--- src/rtl/bcd_to_bin_conv_if.sv ---
// ---------------------------------------------------------------------------
// bcd_to_bin_conv_if
// Handshake bundle between the keypad input stage (master) and the BCD to
// binary converter (slave).
//   start : request a conversion (master -> slave)
//   bcd   : packed BCD digits, most-significant nibble first (master -> slave)
//   busy  : converter is iterating over the digits (slave -> master)
//   done  : one-cycle pulse, bin/err valid (slave -> master)
//   err   : a nibble above 9 was seen, valid with done (slave -> master)
//   bin   : converted unsigned value, held until the next accepted start
// ---------------------------------------------------------------------------
interface bcd_to_bin_conv_if #(
   parameter int DIGITS = 9,
   parameter int BIN_W  = 30
);
   logic                  start;
   logic [4*DIGITS-1:0]   bcd;
   logic                  busy;
   logic                  done;
   logic                  err;
   logic [BIN_W-1:0]      bin;

   modport master (
      output start,
      output bcd,
      input  busy,
      input  done,
      input  err,
      input  bin
   );

   modport slave (
      input  start,
      input  bcd,
      output busy,
      output done,
      output err,
      output bin
   );
endinterface

--- src/rtl/bcd_to_bin_conv.sv ---
// ---------------------------------------------------------------------------
// bcd_to_bin_conv
// Iterative BCD to binary converter. Digits are consumed most-significant
// first, one per clock, with acc = acc*10 + digit. Non-decimal nibbles
// (keypad control codes) raise err and force bin to zero.
// Ports:
//   clk  : system clock, rising edge
//   rst  : synchronous active-high reset, highest priority
//   conv : slave side of bcd_to_bin_conv_if (start/bcd in,
//          busy/done/err/bin out, all outputs registered)
// Timing: start accepted at edge N -> busy high for DIGITS cycles,
// done high in the cycle following edge N+DIGITS+1.
// ---------------------------------------------------------------------------
module bcd_to_bin_conv #(
   parameter int DIGITS = 9,
   parameter int BIN_W  = 30
) (
   input  logic               clk,
   input  logic               rst,
   bcd_to_bin_conv_if.slave   conv
);

   localparam int SH_W  = 4 * DIGITS;
   localparam int CNT_W = $clog2(DIGITS + 1);
   localparam logic [CNT_W-1:0] LAST_CNT = CNT_W'(DIGITS - 1);

   typedef enum logic [1:0] {
      ST_IDLE = 2'd0,
      ST_CONV = 2'd1,
      ST_DONE = 2'd2
   } state_t;

   // True when a nibble is not a decimal digit (0xA..0xF).
   function automatic logic nibble_invalid(input logic [3:0] nib);
      return (nib > 4'd9);
   endfunction

   // acc*10 + digit using two shifts, truncated to BIN_W.
   function automatic logic [BIN_W-1:0] mac10(input logic [BIN_W-1:0] acc,
                                              input logic [3:0]       nib);
      return (acc << 3) + (acc << 1) + {{(BIN_W-4){1'b0}}, nib};
   endfunction

   state_t             state_q,   state_d;
   logic [SH_W-1:0]    shreg_q,   shreg_d;
   logic [BIN_W-1:0]   acc_q,     acc_d;
   logic [CNT_W-1:0]   cnt_q,     cnt_d;
   logic               err_int_q, err_int_d;
   logic               busy_q,    busy_d;
   logic               done_q,    done_d;
   logic               err_q,     err_d;
   logic [BIN_W-1:0]   bin_q,     bin_d;
   logic [3:0]         digit_s;

   // Next-state and datapath computation for the IDLE/CONV/DONE sequence.
   always_comb begin
      state_d   = state_q;
      shreg_d   = shreg_q;
      acc_d     = acc_q;
      cnt_d     = cnt_q;
      err_int_d = err_int_q;
      busy_d    = busy_q;
      done_d    = 1'b0;
      err_d     = err_q;
      bin_d     = bin_q;
      digit_s   = shreg_q[SH_W-1 -: 4];

      case (state_q)
         ST_IDLE: begin
            if (conv.start) begin
               // Capture the digits so later bcd changes cannot disturb us.
               shreg_d   = conv.bcd;
               acc_d     = '0;
               cnt_d     = '0;
               err_int_d = 1'b0;
               busy_d    = 1'b1;
               state_d   = ST_CONV;
            end else begin
               busy_d    = 1'b0;
               state_d   = ST_IDLE;
            end
         end

         ST_CONV: begin
            // Invalid digits are still accumulated; the value is dropped later.
            acc_d   = mac10(acc_q, digit_s);
            shreg_d = {shreg_q[SH_W-5:0], 4'h0};
            cnt_d   = cnt_q + {{(CNT_W-1){1'b0}}, 1'b1};
            if (nibble_invalid(digit_s)) begin
               err_int_d = 1'b1;
            end else begin
               err_int_d = err_int_q;
            end
            if (cnt_q == LAST_CNT) begin
               busy_d  = 1'b0;
               state_d = ST_DONE;
            end else begin
               busy_d  = 1'b1;
               state_d = ST_CONV;
            end
         end

         ST_DONE: begin
            // Result and flag are registered together with the done pulse.
            bin_d   = err_int_q ? {BIN_W{1'b0}} : acc_q;
            err_d   = err_int_q;
            done_d  = 1'b1;
            busy_d  = 1'b0;
            state_d = ST_IDLE;
         end

         default: begin
            busy_d  = 1'b0;
            state_d = ST_IDLE;
         end
      endcase
   end

   // State and output registers with synchronous reset.
   always_ff @(posedge clk) begin
      if (rst) begin
         state_q   <= ST_IDLE;
         shreg_q   <= '0;
         acc_q     <= '0;
         cnt_q     <= '0;
         err_int_q <= 1'b0;
         busy_q    <= 1'b0;
         done_q    <= 1'b0;
         err_q     <= 1'b0;
         bin_q     <= '0;
      end else begin
         state_q   <= state_d;
         shreg_q   <= shreg_d;
         acc_q     <= acc_d;
         cnt_q     <= cnt_d;
         err_int_q <= err_int_d;
         busy_q    <= busy_d;
         done_q    <= done_d;
         err_q     <= err_d;
         bin_q     <= bin_d;
      end
   end

   assign conv.busy = busy_q;
   assign conv.done = done_q;
   assign conv.err  = err_q;
   assign conv.bin  = bin_q;

endmodule

--- src/flat_wrapper.sv ---
// flat-port wrapper written by rule: the top's interface ports become plain ports
module bcd_to_bin_conv_flat 
#(
   parameter int DIGITS = 9,
   parameter int BIN_W  = 30
)
  (clk, rst, conv_start, conv_bcd, conv_busy, conv_done, conv_err, conv_bin);
  bcd_to_bin_conv_if #(.DIGITS(DIGITS), .BIN_W(BIN_W)) conv_i ();
  input  logic clk;
  input  logic rst;
  input wire logic [$bits(conv_i.start)-1:0] conv_start;
  input wire logic [$bits(conv_i.bcd)-1:0] conv_bcd;
  output wire logic [$bits(conv_i.busy)-1:0] conv_busy;
  output wire logic [$bits(conv_i.done)-1:0] conv_done;
  output wire logic [$bits(conv_i.err)-1:0] conv_err;
  output wire logic [$bits(conv_i.bin)-1:0] conv_bin;
  assign conv_i.start = conv_start;
  assign conv_i.bcd = conv_bcd;
  assign conv_busy = conv_i.busy;
  assign conv_done = conv_i.done;
  assign conv_err = conv_i.err;
  assign conv_bin = conv_i.bin;
  bcd_to_bin_conv #(.DIGITS(DIGITS), .BIN_W(BIN_W)) u_core (.clk(clk), .rst(rst), .conv(conv_i));
endmodule
--- config.mk ---
export PLATFORM = sky130hd
export DESIGN_NAME = bcd_to_bin_conv_flat
export DESIGN_NICKNAME = d
export VERILOG_FILES = /design/src/rtl/bcd_to_bin_conv_if.sv /design/src/rtl/bcd_to_bin_conv.sv /design/src/flat_wrapper.sv
export SDC_FILE = /design/constraint.sdc
export NUM_CORES = 1
export LEC_CHECK = 0
export CELL_PAD_IN_SITES_DETAIL_PLACEMENT = 0
export CELL_PAD_IN_SITES_GLOBAL_PLACEMENT = 1
export CORE_ASPECT_RATIO = 1.2
export CORE_MARGIN = 2
export CORE_UTILIZATION = 50
export DETAILED_ROUTE_END_ITERATION = 16
export DONT_BUFFER_PORTS = 1
export PLACE_DENSITY_LB_ADDON = 0.08
export SLEW_MARGIN = 20
export SYNTH_ARGS = -nofsm -noshare
export SYNTH_HDL_FRONTEND = slang
export SYNTH_SLANG_ARGS = --single-unit
--- constraint.sdc ---
create_clock -name clk -period 6.1 [get_ports clk]
set_input_delay 0.61 -clock clk [delete_from_list [all_inputs] [get_ports clk]]
set_output_delay 0.61 -clock clk [all_outputs]
set_load 0.01 [all_outputs]
==> flow_summary.toml, run 1 <==
[min_path]
hold_path_class = "input pin to flip-flop"
hold_end = "u_core.conv.bin[20]$_SDFFE_PP0P_"
min-delay-start = "rst"
whs_path_depth = 1

[route]
dr.pass1.iters = 4
routedWlPerCell_um = 16.2
ant_nets = 0
drtIter0Drc = 190
drcViolationCount = 0
vias = 5029
vias_per_cell = 5.80
wl_um = 14100

[cts]
cts.path.max_buffers = 2
cts_tree = "yes"
cts.sinks = 105
cts.clk_slew.worst_paths_ps = 70
clkLatencyLatePin_ps = 350
htree_levels = 3
cts_setup_buffers = 0
cts_root_buf = "clkbuf_16"
cts_buffers = 9
cts_resized = 0
cts_hold_buf = 0

[die]
pin_count = 72
die_x_um = 104
dieHeight_um = 124
dieArea_mm2 = 0.0129
start_util = 0.515
rows = 43
coreArea_mm2 = 0.0116

[synthesis]
synth_cell_types = 54
synth_compound_area_frac = 0.212
synthXorXnorAreaFrac = 0.0308
synth.area.mux_share = 0.00858
synth_top_area_frac = 0.351
synth.largest_area_cell = "dfxtp_1"
async_reset_ff_frac = 0
seq_area_frac_synth = 0.351
dominantRegCellSynth = "dfxtp_1"
synth_area_per_cell_um2 = 8.05
synth_top_family_by_area = "simple AND/OR/NAND/NOR gates"
yosys-top-cells-area = "dfxtp_1 35%, ha_1 12%, nand2_1 6.5%"
netlist_area_mm2 = 0.00598
synth_edf_count = 0
ys_seq_elements = 105
syn_nets = 840
postSynthCellCount = 743
synthAdderAreaFrac = 0.124
ys_warn_count = 0
synthSimpleGateAreaFrac = 0.221

[timing]
fmax_mhz = 351
worst_slack_ps = 3250
final_max_slew_viol_count = 0
fin_skew_ps = 10.2
fin_crit_ps = 2850
finalHoldViolCount = 0
tns_ps = 0
rsz0062_at_grt = "no"
setup_violations = 0
finalCritPeriodShare = 0.468
max-slew-margin-rel = 0.296
worst_pin_slew_ps = 1050

[finish]
layout-drive-gt1-share = 0.0549
syn_to_final_growth_pct = 4.75
fin_nets = 803
antenna_cells = 0

[setup_path]
arrival_ps = 3050
r2r_start = "u_core.acc_q[0]$_SDFFE_PP0P_"
path_cells = "inv_1 > fa_1 > inv_1 > ha_1 > a21oi_1 > o211ai_2 > a21o_1 > a211o_1 > a31oi_1 > xor2_1 > o21ai_1"
cp.depth = 11
crit_slowest_cell = "fa_1"
r2r_slack_ps = 3250
crit_path_end_kind = "flip-flop"
rr_worst_depth = 11
cp_num_buf_inv = 2
path_max_fanout = 3
worstSetupStartpointType = "flip-flop"
crit_top_cell = "inv_1"
critPathLaunch = "u_core.acc_q[0]$_SDFFE_PP0P_"
crit_type = "flip-flop to flip-flop"
reg2reg_to = "u_core.acc_q[11]$_SDFFE_PP0P_"
critical_path_required_ps = 6300
critical_path.top_delay_family = "compound AO/OA/AOI/OAI gates"
cpPeakStageDelay_ps = 590

[global_route]
grt.overflow.total = 0
grt_pass1_vias = 4852
grt_max_degree = 87
antenna_found_initial = 0
grt_first_pass_wirelength_um = 23500
grt_util_all_layers = 0.225

[placed_design]
place_congestion = 0.890
port_buffers = 0
dp_slack_ps = 3290
dp_hpwl_um = 9960

[power_and_ir_drop]
powerDensity_mw_per_mm2 = 219
irDropWorstVdd_mv = 0.118
p_leak_nw = 2.64

[job]
maxCapViolCount = 0

[run_status]
status = "finished, final reports clean"
[synthesized netlist by cell type (7+ instances only)]
cell type / n
nand3_1: 15
buf_2: 16
nor2_1: 103
xnor2_1: 12
ha_1: 56
nand2b_1: 7
a31oi_1: 8
a21o_1: 9
nor3b_1: 30
dfxtp_1: 105
xor2_1: 9
clkbuf_1: 31
nor3_1: 10
o21ai_0: 21
a21oi_1: 69
inv_1: 19
a311oi_1: 31
nand2_1: 104
a22oi_1: 15
[worst max-delay path by stage]
stage | to | slack (ps)
6_report | u_core.acc_q[11]$_SDFFE_PP0P_ | 3250
5_1_grt | u_core.acc_q[11]$_SDFFE_PP0P_ | 3060
4_1_cts | u_core.acc_q[11]$_SDFFE_PP0P_ | 3250
3_5_place_dp | u_core.acc_q[11]$_SDFFE_PP0P_ | 3290
3_3_place_gp | u_core.acc_q[11]$_SDFFE_PP0P_ | 3330
2_1_floorplan | u_core.acc_q[11]$_SDFFE_PP0P_ | 3480
[cells by family after synthesis]
kind of cell             count (synthesis)
flip-flops                             105
multiplexers                             5
XOR/XNOR                                21
adder cells (fa/ha/maj)                 58
AO/OA/AOI/OAI                          191
buffers and inverters                   72
AND/OR/NAND/NOR                        291
[cells in the final DEF (no fill, tap or decap), types with 2 or more instances in the layout]
cell type,instances
a211o_1,2
a211oi_1,4
a21o_1,9
a21oi_1,69
a21oi_2,3
a22o_1,4
a22oi_1,15
a311oi_1,31
a31oi_1,8
and2_1,2
and3_1,2
buf_4,5
clkbuf_16,9
clkinvlp_4,2
dfxtp_1,105
fa_1,2
ha_1,56
inv_1,19
inv_6,2
mux2i_1,4
nand2_1,104
nand2b_1,6
nand3_1,15
nand4_1,6
nor2_1,101
nor2b_1,2
nor3_1,10
nor3b_1,30
o211ai_1,4
o21a_1,2
o21ai_0,21
o21ai_1,6
o21bai_1,3
or2_2,3
xnor2_1,12
xor2_1,9
[metal layers]
layer	vias up	global-route usage	routed length, µm
met5	-	0	0
met3	17	0.0382	501
li1	2551	-	-
met4	0	0.0650	223
met1	2369	0.270	6320
met2	92	0.415	7020
[per-stage QoR]
stage	instance area [µm²]	hold slack (ps)	instances	utilization	total power, W
after floorplan	5980	441	743	-	0.000818
final	6260	325	867	0.539	0.00137
after CTS	6260	318	867	0.539	0.00139
after global placement	5990	455	852	0.515	0.000832
after global routing	6260	317	867	0.539	0.00143
after detailed placement	5990	465	852	0.515	0.000834
[cell type report]
class / count / area (µm²)
fill: 1150 / 5360
multi-input combinational: 566 / 3580
sequential: 105 / 2100
clock buffer: 10 / 239
tap: 157 / 196
inverter: 19 / 71.3
clock inverter: 5 / 37.5
timing repair buffer: 5 / 37.5
[power breakdown]
group | leakage [nW] | internal [W] | switching [W] | total, W
logic | 1.65 | 0.0000336 | 0.0000584 | 0.0000920
registers | 0.855 | 0.000708 | 0.0000160 | 0.000724
clock network | 0.131 | 0.000288 | 0.000265 | 0.000554
[state kept, by name, indices dropped and copies added (netlist names)]
name and flops:
u_core.shreg_q 36, u_core.conv.bin 30, u_core.state_q 2, u_core.conv.err 1, u_core.cnt_q 4, u_core.conv.done 1, u_core.acc_q 30, u_core.err_int_q 1
Power figures use the tool's default switching activity.
==> run 2: changes to the inputs <==
CORE_UTILIZATION = 43   (was 50)
clock period = 2.57 ns   (was 6.1 ns; I/O delays follow)
==> flow_summary.toml, run 2 (synthesis results as in run 1) <==
[cts]
cts_tree = "yes"
cts.sinks = 105
cts_root_buf = "clkbuf_16"
htree_levels = 3
cts.path.max_buffers = 2
cts.clk_slew.worst_paths_ps = 70
clkLatencyLatePin_ps = 350
cts_buffers = 9

[setup_path]
crit_path_end_kind = "flip-flop"
critical_path.top_delay_family = "compound AO/OA/AOI/OAI gates"
path_cells = "inv_2 > fa_2 > inv_2 > ha_4 > a21oi_4 > o211ai_4 > a21o_1 > a211o_1 > a31oi_2 > xor2_1 > o21ai_1"
critical_path_required_ps = 2810
arrival_ps = 2790
cpPeakStageDelay_ps = 590
worstSetupStartpointType = "flip-flop"
path_max_fanout = 3
crit_slowest_cell = "fa_2"
cp_num_buf_inv = 2
crit_type = "flip-flop to flip-flop"
crit_top_cell = "inv_2"

[finish]
largest-register = "u_core.shreg_q"
syn_to_final_growth_pct = 12.6
antenna_cells = 0
seqCellArea_mm2 = 0.00211
mostFrequentLayoutCell = "nand2_1"
nFillCells = 1361
layout_common_cells = "103 x nand2_1, 101 x nor2_1, 101 x dfxtp_1, 65 x a21oi_1, 51 x ha_1"
multi_input_area_mm2 = 0.00374
fin_nets = 835
largest_reg_flops = 36
final_cells = 912
layout-drive-gt1-share = 0.130

[power_and_ir_drop]
p_leak_nw = 2.82
irDropWorstVdd_mv = 0.322
powerDensity_mw_per_mm2 = 498

[timing]
finalCritPeriodShare = 0.990
max-slew-margin-rel = 0.456
fin_crit_ps = 2540
fin_skew_ps = 6.93
tns_ps = 0
worst_pin_slew_ps = 817
final_max_slew_viol_count = 0
worst_slack_ps = 26.4
setup_violations = 0
finalHoldViolCount = 0
rsz0062_at_grt = "yes"
fmax_mhz = 393

[placed_design]
place_congestion = 0.853
dpl.cell_count = 894
port_buffers = 0
dp_hpwl_um = 10700
dp_slack_ps = -115

[run_status]
status = "finished, final reports clean"

[global_route]
antenna_found_initial = 0
grt_first_pass_wirelength_um = 25500
grt_util_all_layers = 0.208
grt_pass1_vias = 5156
grt.overflow.total = 0
grt_max_degree = 83

[route]
vias = 5184
ant_nets = 0
vias_per_cell = 5.68
routedWlPerCell_um = 16.6
drcViolationCount = 0
dr.pass1.iters = 5
wl_um = 15100
drtIter0Drc = 220

[min_path]
hold_path_class = "input pin to flip-flop"

[die]
dieHeight_um = 133
start_util = 0.436
coreArea_mm2 = 0.0137
pin_count = 72
die_x_um = 112
dieArea_mm2 = 0.0149
rows = 47

[job]
maxCapViolCount = 0
[run 2: changes by cell type in the layout (fill, tap and decap cells not counted), sizes merged]
cell,previous run,this run
buf,5,37
bufinv,0,1
clkbuf,10,9
clkinv,1,2
inv,21,19
[run 2: where the power goes]
part           leakage, nW  total, W  internal, W  switching [W]
Sequential           0.857   0.00172      0.00168      0.0000332
Combinational         1.83  0.000278     0.000103       0.000175
Clock                0.133   0.00136     0.000745       0.000612
[run 2: final cells by class]
type,instances,share of cell area
multi-input cells,566,0.555
flip-flops and latches,105,0.313
repair buffers,37,0.0472
clock buffers,9,0.0335
well taps,171,0.0318
inverters,19,0.0106
clock inverters,5,0.00874
[run 2: per-layer routing]
metal | part of all wire | wire length [µm] | vias to the layer above | global-route usage
li1 | - | - | 2613 | -
met1 | 0.43 | 6580 | 2439 | 0.258
met2 | 0.50 | 7550 | 117 | 0.363
met3 | 0.050 | 758 | 15 | 0.0432
met4 | 0.017 | 261 | 0 | 0.0638
met5 | 0 | 0 | - | 0
[run 2: stage by stage]
stage | util | hold WS [ps] | power, W | area (µm²)
global route | 0.491 | 54.2 | 0.00351 | 6730
global placement | 0.456 | 336 | 0.00199 | 6240
detailed placement | 0.456 | 339 | 0.00200 | 6240
CTS | 0.480 | 46.9 | 0.00339 | 6570
finish | 0.491 | 59.3 | 0.00335 | 6730
floorplan | - | 405 | 0.00194 | 6000
[run 2: worst register-to-register path, stage by stage (launching register included)]
cell and delay, ps:
dfxtp_2 330, inv_2 40, fa_2 590, inv_2 50, ha_4 210, a21oi_4 190, o211ai_4 120, a21o_1 180
a211o_1 300, a31oi_2 180, xor2_1 160, o21ai_1 60
[run 2: final timing paths]
| path | start | endpoint | slack, ps | depth (start not counted) |
|---|---|---|---|---|
| hold / removal | conv_bcd[9] | u_core.shreg_q[9]$_SDFFE_PP0P_ | 60 | 2 |
| hold reg to reg | u_core.shreg_q[29]$_SDFFE_PP0P_ | u_core.shreg_q[33]$_SDFFE_PP0P_ | 480 | 2 |
| setup reg to reg | u_core.acc_q[2]$_SDFFE_PP0P_ | u_core.acc_q[11]$_SDFFE_PP0P_ | 30 | 11 |
| setup / recovery | u_core.acc_q[2]$_SDFFE_PP0P_ | u_core.acc_q[11]$_SDFFE_PP0P_ | 30 | 11 |
[run 2: timing repair]
item                                   4_1_cts  5_1_grt
buffers inserted                             2        1
cloned                                       0        0
pin swaps                                   10       18
endpoints found under the hold margin       82        0
resized for setup                            3       32
hold buffers                                 1        0
setup endpoints to repair                   15       18
